<file path="config.mk">
export PLATFORM = sky130hd
export DESIGN_NAME = lcd_field_writer
export DESIGN_NICKNAME = d
export VERILOG_FILES = /design/src/rtl/lcd_field_writer_pkg.sv /design/src/rtl/lcd_field_writer_byte_tx.sv /design/src/rtl/lcd_field_writer.sv
export SDC_FILE = /design/constraint.sdc
export NUM_CORES = 1
export LEC_CHECK = 0
export CORE_ASPECT_RATIO = 1.1
export CORE_MARGIN = 3
export CORE_UTILIZATION = 55
export DETAILED_ROUTE_END_ITERATION = 8
export GPL_ROUTABILITY_DRIVEN = 0
export PLACE_DENSITY_LB_ADDON = 0.3
export SLEW_MARGIN = 20
export SYNTH_ARGS = -nofsm -noshare
export SYNTH_HDL_FRONTEND = slang
export SYNTH_HIERARCHICAL = 1
export SYNTH_SLANG_ARGS = --single-unit
</file>
<file path="constraint.sdc">
create_clock -name clk -period 4.4 [get_ports clk]
set_input_delay 0.44 -clock clk [delete_from_list [all_inputs] [get_ports clk]]
set_output_delay 0.44 -clock clk [all_outputs]
set_load 0.05 [all_outputs]
</file>
<file path="src/rtl/lcd_field_writer_pkg.sv">
// Shared definitions for the LCD field writer: HD44780 command bytes,
// FSM state encodings and the 6-bit code to ASCII character map.
package lcd_field_writer_pkg;

  localparam logic [7:0] CMD_FUNC_SET  = 8'h38;  // 8-bit bus, 2 lines, 5x8 font
  localparam logic [7:0] CMD_DISP_ON   = 8'h0C;  // display on, no cursor, no blink
  localparam logic [7:0] CMD_ENTRY     = 8'h06;  // increment, no shift
  localparam logic [7:0] CMD_CLEAR     = 8'h01;  // clear display (slow command)
  localparam logic [7:0] CMD_SET_DDRAM = 8'h80;  // OR'd with the DDRAM address

  typedef enum logic [2:0] {
    ST_PWRUP,
    ST_INIT,
    ST_IDLE,
    ST_ADDR,
    ST_CHAR1,
    ST_CHAR2
  } state_t;

  typedef enum logic [1:0] {
    TX_IDLE,
    TX_SETUP,
    TX_PULSE,
    TX_WAIT
  } tx_state_t;

  // Formatter code -> LCD character.
  function automatic logic [7:0] code_to_ascii(input logic [5:0] code);
    logic [7:0] ch;
    ch = 8'h20;
    case (code[5:4])
      2'b10:   ch = 8'h30 + {4'h0, code[3:0]};
      2'b01:   ch = 8'h41 + {4'h0, code[3:0]};
      2'b11:   ch = 8'h2D;
      default: ch = 8'h20;
    endcase
    return ch;
  endfunction

  // Power-up init command ROM, sent in index order.
  function automatic logic [7:0] init_cmd(input logic [1:0] idx);
    logic [7:0] cmd;
    cmd = CMD_FUNC_SET;
    case (idx)
      2'd0:    cmd = CMD_FUNC_SET;
      2'd1:    cmd = CMD_DISP_ON;
      2'd2:    cmd = CMD_ENTRY;
      default: cmd = CMD_CLEAR;
    endcase
    return cmd;
  endfunction

endpackage

</file>
<file path="src/rtl/lcd_field_writer_byte_tx.sv">
// lcd_byte_tx: moves one byte onto the HD44780 bus.
// Sequence per byte: RS/DATA set with E low (T_SETUP cycles), E high
// (T_EPULSE cycles), E low with RS/DATA held (T_CMD, or T_CLR when
// long_wait), with done asserted on the final wait cycle.
// Ports:
//   clk, rst              clock, synchronous active-high reset
//   start                 accept rs/data/long_wait (only honoured when idle)
//   rs, data, long_wait   byte to send and whether it needs the long wait
//   lcd_rs, lcd_e, lcd_data   registered LCD pins
//   done                  one-cycle pulse on the last wait cycle
module lcd_byte_tx
  import lcd_field_writer_pkg::*;
#(
  parameter int T_SETUP  = 10,
  parameter int T_EPULSE = 50,
  parameter int T_CMD    = 5_000,
  parameter int T_CLR    = 200_000
) (
  input  logic       clk,
  input  logic       rst,
  input  logic       start,
  input  logic       rs,
  input  logic [7:0] data,
  input  logic       long_wait,
  output logic       lcd_rs,
  output logic       lcd_e,
  output logic [7:0] lcd_data,
  output logic       done
);

  localparam int MAX_A = (T_SETUP > T_EPULSE) ? T_SETUP : T_EPULSE;
  localparam int MAX_B = (T_CMD > T_CLR) ? T_CMD : T_CLR;
  localparam int MAX_T = (MAX_A > MAX_B) ? MAX_A : MAX_B;
  localparam int CW    = $clog2(MAX_T + 1);

  tx_state_t     st;
  logic [CW-1:0] cnt;
  logic          long_q;

  // RS/DATA only load in TX_IDLE, so they cannot move while E is high.
  always_ff @(posedge clk) begin
    if (rst) begin
      st       <= TX_IDLE;
      cnt      <= '0;
      long_q   <= 1'b0;
      lcd_rs   <= 1'b0;
      lcd_e    <= 1'b0;
      lcd_data <= 8'h00;
    end else begin
      case (st)
        TX_IDLE: begin
          if (start) begin
            lcd_rs   <= rs;
            lcd_data <= data;
            long_q   <= long_wait;
            cnt      <= CW'(T_SETUP - 1);
            st       <= TX_SETUP;
          end
        end
        TX_SETUP: begin
          if (cnt == '0) begin
            lcd_e <= 1'b1;
            cnt   <= CW'(T_EPULSE - 1);
            st    <= TX_PULSE;
          end else begin
            cnt <= cnt - 1'b1;
          end
        end
        TX_PULSE: begin
          if (cnt == '0) begin
            lcd_e <= 1'b0;
            cnt   <= long_q ? CW'(T_CLR - 1) : CW'(T_CMD - 1);
            st    <= TX_WAIT;
          end else begin
            cnt <= cnt - 1'b1;
          end
        end
        TX_WAIT: begin
          if (cnt == '0) st <= TX_IDLE;
          else           cnt <= cnt - 1'b1;
        end
        default: st <= TX_IDLE;
      endcase
    end
  end

  assign done = (st == TX_WAIT) && (cnt == '0);

endmodule

</file>
<file path="src/rtl/lcd_field_writer.sv">
// lcd_field_writer: HD44780 power-up init in 8-bit mode, then keeps a
// two-character field at DDRAM address POS in sync with two 6-bit codes.
// The field is rewritten when either code differs from what was last
// written, or on a refresh request.
// Ports:
//   clk, rst          clock, synchronous active-high reset
//   i_char_1/2        6-bit character codes
//   i_refresh         one-cycle rewrite request
//   lcd_rs/rw/e/data  LCD pins (rw tied low, write-only)
//   o_busy            high during init and field writes
//   o_init_done       high once init has finished
module lcd_field_writer
  import lcd_field_writer_pkg::*;
#(
  parameter logic [6:0] POS      = 7'h0E,
  parameter int         T_PWRUP  = 4_000_000,
  parameter int         T_SETUP  = 10,
  parameter int         T_EPULSE = 50,
  parameter int         T_CMD    = 5_000,
  parameter int         T_CLR    = 200_000
) (
  input  logic       clk,
  input  logic       rst,
  input  logic [5:0] i_char_1,
  input  logic [5:0] i_char_2,
  input  logic       i_refresh,
  output logic       lcd_rs,
  output logic       lcd_rw,
  output logic       lcd_e,
  output logic [7:0] lcd_data,
  output logic       o_busy,
  output logic       o_init_done
);

  localparam int PW = $clog2(T_PWRUP + 1);

  state_t        state;
  logic [PW-1:0] pwr_cnt;
  logic [1:0]    rom_idx;
  logic          sent;       // byte for the current state already handed to tx
  logic          start;
  logic          tx_rs;
  logic [7:0]    tx_data;
  logic          tx_long;
  logic          done;
  logic [5:0]    snap_1, snap_2;
  logic [5:0]    last_1, last_2;
  logic          dirty;

  logic          sending;
  logic          cur_rs;
  logic [7:0]    cur_byte;

  // Byte owed by the current state.
  always_comb begin
    sending  = 1'b0;
    cur_rs   = 1'b0;
    cur_byte = 8'h00;
    case (state)
      ST_INIT:  begin sending = 1'b1; cur_byte = init_cmd(rom_idx); end
      ST_ADDR:  begin sending = 1'b1; cur_byte = CMD_SET_DDRAM | {1'b0, POS}; end
      ST_CHAR1: begin sending = 1'b1; cur_rs = 1'b1; cur_byte = code_to_ascii(snap_1); end
      ST_CHAR2: begin sending = 1'b1; cur_rs = 1'b1; cur_byte = code_to_ascii(snap_2); end
      default:  ;
    endcase
  end

  always_ff @(posedge clk) begin
    if (rst) begin
      state       <= ST_PWRUP;
      pwr_cnt     <= '0;
      rom_idx     <= 2'd0;
      sent        <= 1'b0;
      start       <= 1'b0;
      tx_rs       <= 1'b0;
      tx_data     <= 8'h00;
      tx_long     <= 1'b0;
      snap_1      <= 6'h00;
      snap_2      <= 6'h00;
      last_1      <= 6'h00;
      last_2      <= 6'h00;
      dirty       <= 1'b1;
      o_busy      <= 1'b1;
      o_init_done <= 1'b0;
    end else begin
      start <= 1'b0;

      // Refresh outside IDLE is remembered; repeated pulses collapse here.
      if (i_refresh && state != ST_IDLE) dirty <= 1'b1;

      // Hand the state's byte to tx once; tx is idle whenever sent is clear.
      if (sending && !sent) begin
        start   <= 1'b1;
        sent    <= 1'b1;
        tx_rs   <= cur_rs;
        tx_data <= cur_byte;
        tx_long <= !cur_rs && (cur_byte == CMD_CLEAR);
      end

      case (state)
        ST_PWRUP: begin
          if (pwr_cnt == PW'(T_PWRUP - 1)) state <= ST_INIT;
          else                             pwr_cnt <= pwr_cnt + 1'b1;
        end
        ST_INIT: begin
          if (sent && done) begin
            sent <= 1'b0;
            if (rom_idx == 2'd3) begin
              o_init_done <= 1'b1;
              o_busy      <= 1'b0;
              state       <= ST_IDLE;
            end else begin
              rom_idx <= rom_idx + 1'b1;
            end
          end
        end
        ST_IDLE: begin
          if (dirty || i_refresh || i_char_1 != last_1 || i_char_2 != last_2) begin
            snap_1 <= i_char_1;
            snap_2 <= i_char_2;
            dirty  <= 1'b0;
            o_busy <= 1'b1;
            state  <= ST_ADDR;
          end
        end
        ST_ADDR: begin
          if (sent && done) begin
            sent  <= 1'b0;
            state <= ST_CHAR1;
          end
        end
        ST_CHAR1: begin
          if (sent && done) begin
            sent  <= 1'b0;
            state <= ST_CHAR2;
          end
        end
        ST_CHAR2: begin
          if (sent && done) begin
            sent   <= 1'b0;
            last_1 <= snap_1;
            last_2 <= snap_2;
            o_busy <= 1'b0;
            state  <= ST_IDLE;
          end
        end
        default: state <= ST_PWRUP;
      endcase
    end
  end

  lcd_byte_tx #(
    .T_SETUP (T_SETUP),
    .T_EPULSE(T_EPULSE),
    .T_CMD   (T_CMD),
    .T_CLR   (T_CLR)
  ) u_tx (
    .clk      (clk),
    .rst      (rst),
    .start    (start),
    .rs       (tx_rs),
    .data     (tx_data),
    .long_wait(tx_long),
    .lcd_rs   (lcd_rs),
    .lcd_e    (lcd_e),
    .lcd_data (lcd_data),
    .done     (done)
  );

  assign lcd_rw = 1'b0;

endmodule

</file>
# Word level (Yosys, flattened, before mapping)
# Index checks and enable logic that the tools add are counted.
# totals
regBits	97
input_bits	15
elab_cells	133
# op_classes
add_sub_neg	7
eq_ne	34
n_mux	40
bitwise	2
n_reduce_logical	29
# ops
op	n
$mux W18	5
$pmux W18 S4	1
$pmux W8 S3	2
$pmux W8 S4	1
$add A22 B1 Y22 const B	1
$eq A22 B22 Y1 const B	1
$mux W3	7
$logic_not A18 Y1	1
$ne A2 B2 Y1 const B	9
$pmux W3 S6	1
$pmux W6 S3	1
$sub A18 B1 Y18 const B	1
$add A7 B4 Y8 const A	2
$eq A2 B2 Y1 const B	8
$mux W1	15
$add A6 B4 Y7 const A	2
$ne A6 B6 Y1	2
$reduce_and A2 Y1	5
$reduce_and A3 Y1	3
$eq A2 B1 Y1 const B	4
$eq A8 B1 Y1 const B	1
$mux W2	4
$pmux W2 S4	1
$reduce_and A7 Y1	1
20 further kinds	33

# Depth between registers and ports, before layout
# logic_depth
word_depth	7
ltp_mapped	10

# Cells and area by module
# Netlist, hierarchy kept.
# by_module_without_submodules
mod	instances	cells_each	area_each_um2	seq_area_each_um2
lcd_field_writer	1	402	3460.8	1321.3
lcd_byte_tx	1	235	1806.7	620.6

# Worst setup path before layout
# OpenSTA, ideal clock, no wires.
# synth_path
path_kind	flip-flop to flip-flop
start	register u_tx.cnt[0]
end	register o_busy
t_arrival_ns	2.055
required_time_ns	4.280
setup_slack_ns	2.226
path_stages_with_launch	10
n_path_buf	0
path_cell_list	dfxtp_1 -> inv_1 -> ha_1 -> nor3b_1 -> nand3_1 -> nor2_1 -> and2_1 -> o32ai_1 -> or3_1 -> a211o_1
# synth_via
elab_chain_cells	5
elab_cells_between_ends	6
cone_classes	eq/ne (2); reduce/logical (4)
# synth_lines
element	line_no	rtl
from (decl)	lcd_field_writer_byte_tx.sv:37	logic [CW-1:0] cnt;
from (signal assigned)	lcd_field_writer_byte_tx.sv:56	cnt <= CW'(T_SETUP - 1);
from (signal assigned)	lcd_field_writer_byte_tx.sv:63	cnt <= CW'(T_EPULSE - 1);
from (signal assigned)	lcd_field_writer_byte_tx.sv:66	cnt <= cnt - 1'b1;
$logic_not A18 Y1 (*)	lcd_field_writer_byte_tx.sv:87	assign done = (st == TX_WAIT) && (cnt == '0);
$logic_and A1 B1 Y1 (*)	lcd_field_writer_byte_tx.sv:87	
named net done	lcd_field_writer.sv:45	logic done;
$logic_and A1 B1 Y1 (*)	lcd_field_writer.sv:106, lcd_field_writer.sv:139	
$ne A2 B2 Y1 (no line)	--	
$reduce_and A5 Y1 (no line) (*)	--	
to (signal assigned)	lcd_field_writer.sv:110	o_busy <= 1'b0;
to (signal assigned)	lcd_field_writer.sv:122	o_busy <= 1'b1;
to (signal assigned)	lcd_field_writer.sv:143	o_busy <= 1'b0;
to (decl)	lcd_field_writer.sv:31	output logic o_busy,
# Mark *: on every way through the listed nets, which the timed path passes. The rest lies on a longest branch.
# A chain may end at the register's enable or synchronous reset.

# Worst setup path in the final report
# Ends and elaborated chain as after synthesis.

==> impl_metrics.yaml <==
sta:
  hold_viol: 0
  slew_violations: 0
  timing.final.setup_violations: 0
  fin_ws_ns: 1.88
  fmax_mhz: 397
  clock_skew_ns: 0.0119
  grt_setup_unrepaired: "no"
  tightest_slew_ns: 0.969
  setup_tns_ns: 0
  slew_headroom_pct: 35.4
  final.period_utilization_pct: 57.3
  fin_crit_ns: 2.52
logic_synthesis:
  synth_nets: 666
  yosysSeqAreaShare_pct: 36.9
  synthArstFlopShare_pct: 0
  syn-instance-count: 637
  synth_flop_cell: "dfxtp_1"
  syn_area_um2: 5270
  ys_warn_count: 6
  ys_seq_elements: 97
  synth_top_area_share_pct: 36.9
  syn_area_per_cell_um2: 8.27
  synth_area_leaders: "dfxtp_1 (37%), a21oi_1 (5.5%), mux2i_1 (5.5%), nor2_1 (4.3%), nand2_1 (3.8%)"
  synth-edff-count: 0
  synth_top_area_cell: "dfxtp_1"
  synth_cell_types: 66
clocking:
  hold_buffers: 0
  cts.sink_count: 97
  numCtsBuffers: 9
  clkLatencyLatePin_ns: 0.37
  clk_pin_slew_ns: 0.09
  postCtsResizedCells: 0
  max-clock-path-buffers: 2
  post_cts_buffers: 0
  cts_root_buf: "clkbuf_8"
  htreeDepth: 3
  cts_tree: "built"
routing:
  drtIter0Drc: 221
  detail_route.first_pass.iterations: 5
  wl_mm: 11.4
  drcViolationCount: 0
  vias_per_cell: 5.97
  drtAntennaViolNets: 0
  vias: 4544
  wire_per_inst_um: 15.0
placed_design:
  dp_hpwl_mm: 7.98
  dpl.cell_count: 745
  place_area_um2: 5540
  io_buffers: 26
  place_ws_ns: 1.92
run:
  maxCapViolations: 0
global_routing:
  gr-usage-all-layers_pct: 22.2
  grt_max_degree: 107
  grt_pass1_vias: 4291
  overflow: 0
  grt_pass1_wl_mm: 19.9
  antenna_found_initial: 0
die:
  ioPinCount: 28
  dieArea_um2: 10800
  core_um2: 9100
  die_w_um: 99.3
  start_util_pct: 57.9
  die_height_um: 109
  num_rows: 36
power_and_ir_drop:
  ir_worst_vdd_mv: 0.171
  power.total_mw: 2.04
  power_density_nw_per_um2: 354
  p_leak_nw: 2.03
critical_path:
  setup.worst_path.start_class: "flop"
  critPathArrivalTime_ns: 2.78
  required_ns: 4.66
  critical_path_class: "reg2reg"
  path_max_fanout: 4
  endpoint_kind: "flop"
layout:
  insertedDiodeCount: 0
  area_growth_pct: 9.33
  multi_input_area_um2: 3120
  final_nets: 671
  seq_area_um2: 1940
  fillCellCount: 785
  final_cells: 761
  fin_area_um2: 5760
  drive_gt1_share_pct: 6.49
min_path:
  min_path_type: "reg2reg"
run_status:
  run_status: "finished clean"
==> path summary, 6_finish.rpt <==
path                                       start               end  slack [ns]  cells past startpoint
worst min register to register  u_tx/lcd_data[7]  u_tx/lcd_data[7]        0.46                      2
worst min-delay path            u_tx/lcd_data[7]  u_tx/lcd_data[7]        0.46                      2
worst max-delay path                 u_tx/cnt[0]            o_busy        1.88                      9
worst max register to register       u_tx/cnt[0]            o_busy        1.88                      9
==> report_power, final <==
| part | internal (mW) | leakage [nW] | switching, mW |
|---|---|---|---|
| logic | 0.167 | 1.13 | 0.316 |
| clock network | 0.324 | 0.111 | 0.313 |
| registers | 0.897 | 0.782 | 0.0231 |
==> metrics by stage <==
| stage | hold WS [ns] | utilization [%] |
|---|---|---|
| 6_report | 0.455 | 63.3 |
| 5_1_grt | 0.473 | 63.3 |
| 4_1_cts | 0.459 | 63.3 |
| 3_5_place_dp | 0.446 | 60.9 |
| 3_3_place_gp | 0.440 | 60.9 |
| 2_1_floorplan | 0.432 | - |
==> cells in the mapped netlist, types with 3 or more instances <==
cell type / n
a21o_1: 3
and3_1: 7
ha_1: 14
o21ai_1: 3
nand2_1: 54
a21oi_1: 58
nor2b_1: 7
a311oi_1: 4
o22ai_1: 3
or4_1: 8
nor3_1: 19
buf_2: 7
mux2i_1: 29
nand3_1: 13
nor2_1: 61
clkbuf_1: 25
and2_1: 5
nor4_1: 8
xor2_1: 23
nand4_1: 14
nand2b_1: 32
or2_2: 7
a22oi_1: 3
a31oi_1: 3
xnor2_1: 4
o31ai_1: 7
nand3b_1: 5
or3_1: 11
dfxtp_1: 97
o21ai_0: 28
a211oi_1: 5
o211ai_1: 7
nor4_2: 3
inv_1: 17
==> state kept, by name (all words and copies together), names as in the netlist, 2 cells and up, named ones only <==
signal,flops
snap_1,6
u_tx/st,2
pwr_cnt,22
tx_data,8
last_1,6
u_tx/lcd_data,8
state,3
rom_idx,2
last_2,6
snap_2,6
u_tx/cnt,18
==> cells by family after synthesis <==
| kind of cell | Yosys count | share of synthesized area, % |
|---|---|---|
| compound gates | 145 | 17.2 |
| xor+xnor | 27 | 4.49 |
| fa+ha+maj | 14 | 3.33 |
| buf+inv | 51 | 3.87 |
| flops | 97 | 36.9 |
| mux | 29 | 5.51 |
| other cells | 1 | 0.0712 |
| simple gates | 273 | 28.7 |
==> cell type report <==
class	count	area share, %
tap	114	2.48
sequential	97	33.7
inverter	17	1.11
multi-input combinational	489	54.2
timing repair buffer	28	4.69
clock buffer	10	2.22
clock inverter	6	1.59
==> critical path: stages (launching register included) <==
cell and delay, ns:
dfxtp_1 0.34, inv_1 0.11, ha_1 0.16, nor3b_1 0.49, nand3_1 0.15, nor2_1 0.16, and2_1 0.18, o32ai_1 0.14
or3_1 0.38, a211o_1 0.30
==> cell usage in the layout (no fill, tap or decap), drive strengths merged, types with 4 or more instances in the layout <==
cell type	netlist	layout
a211oi	5	5
xor2	23	23
or2	7	7
o211ai	8	8
a21oi	59	59
o31ai	7	7
or3	11	11
nor4	12	12
nand3b	5	5
nor2b	7	7
and3	7	7
o21ai	33	33
nor2	62	62
nand2	54	54
nand4	15	15
nand3	15	15
and2	5	5
nand2b	32	32
nor3	22	22
clkbuf	25	10
or4	8	8
ha	14	14
mux2i	29	29
a311oi	4	4
inv	17	18
clkdlybuf4s50	0	25
xnor2	4	4
dfxtp	97	97
==> per-layer routing <==
metal | vias up | track usage, % | part of all wire [%]
met5 | - | 0 | 0
met1 | 2125 | 29.2 | 46
met3 | 20 | 2.62 | 4.4
met2 | 111 | 37.0 | 48
li1 | 2288 | - | -
met4 | 0 | 9.56 | 1.9
Power figures use the tool's default switching activity.
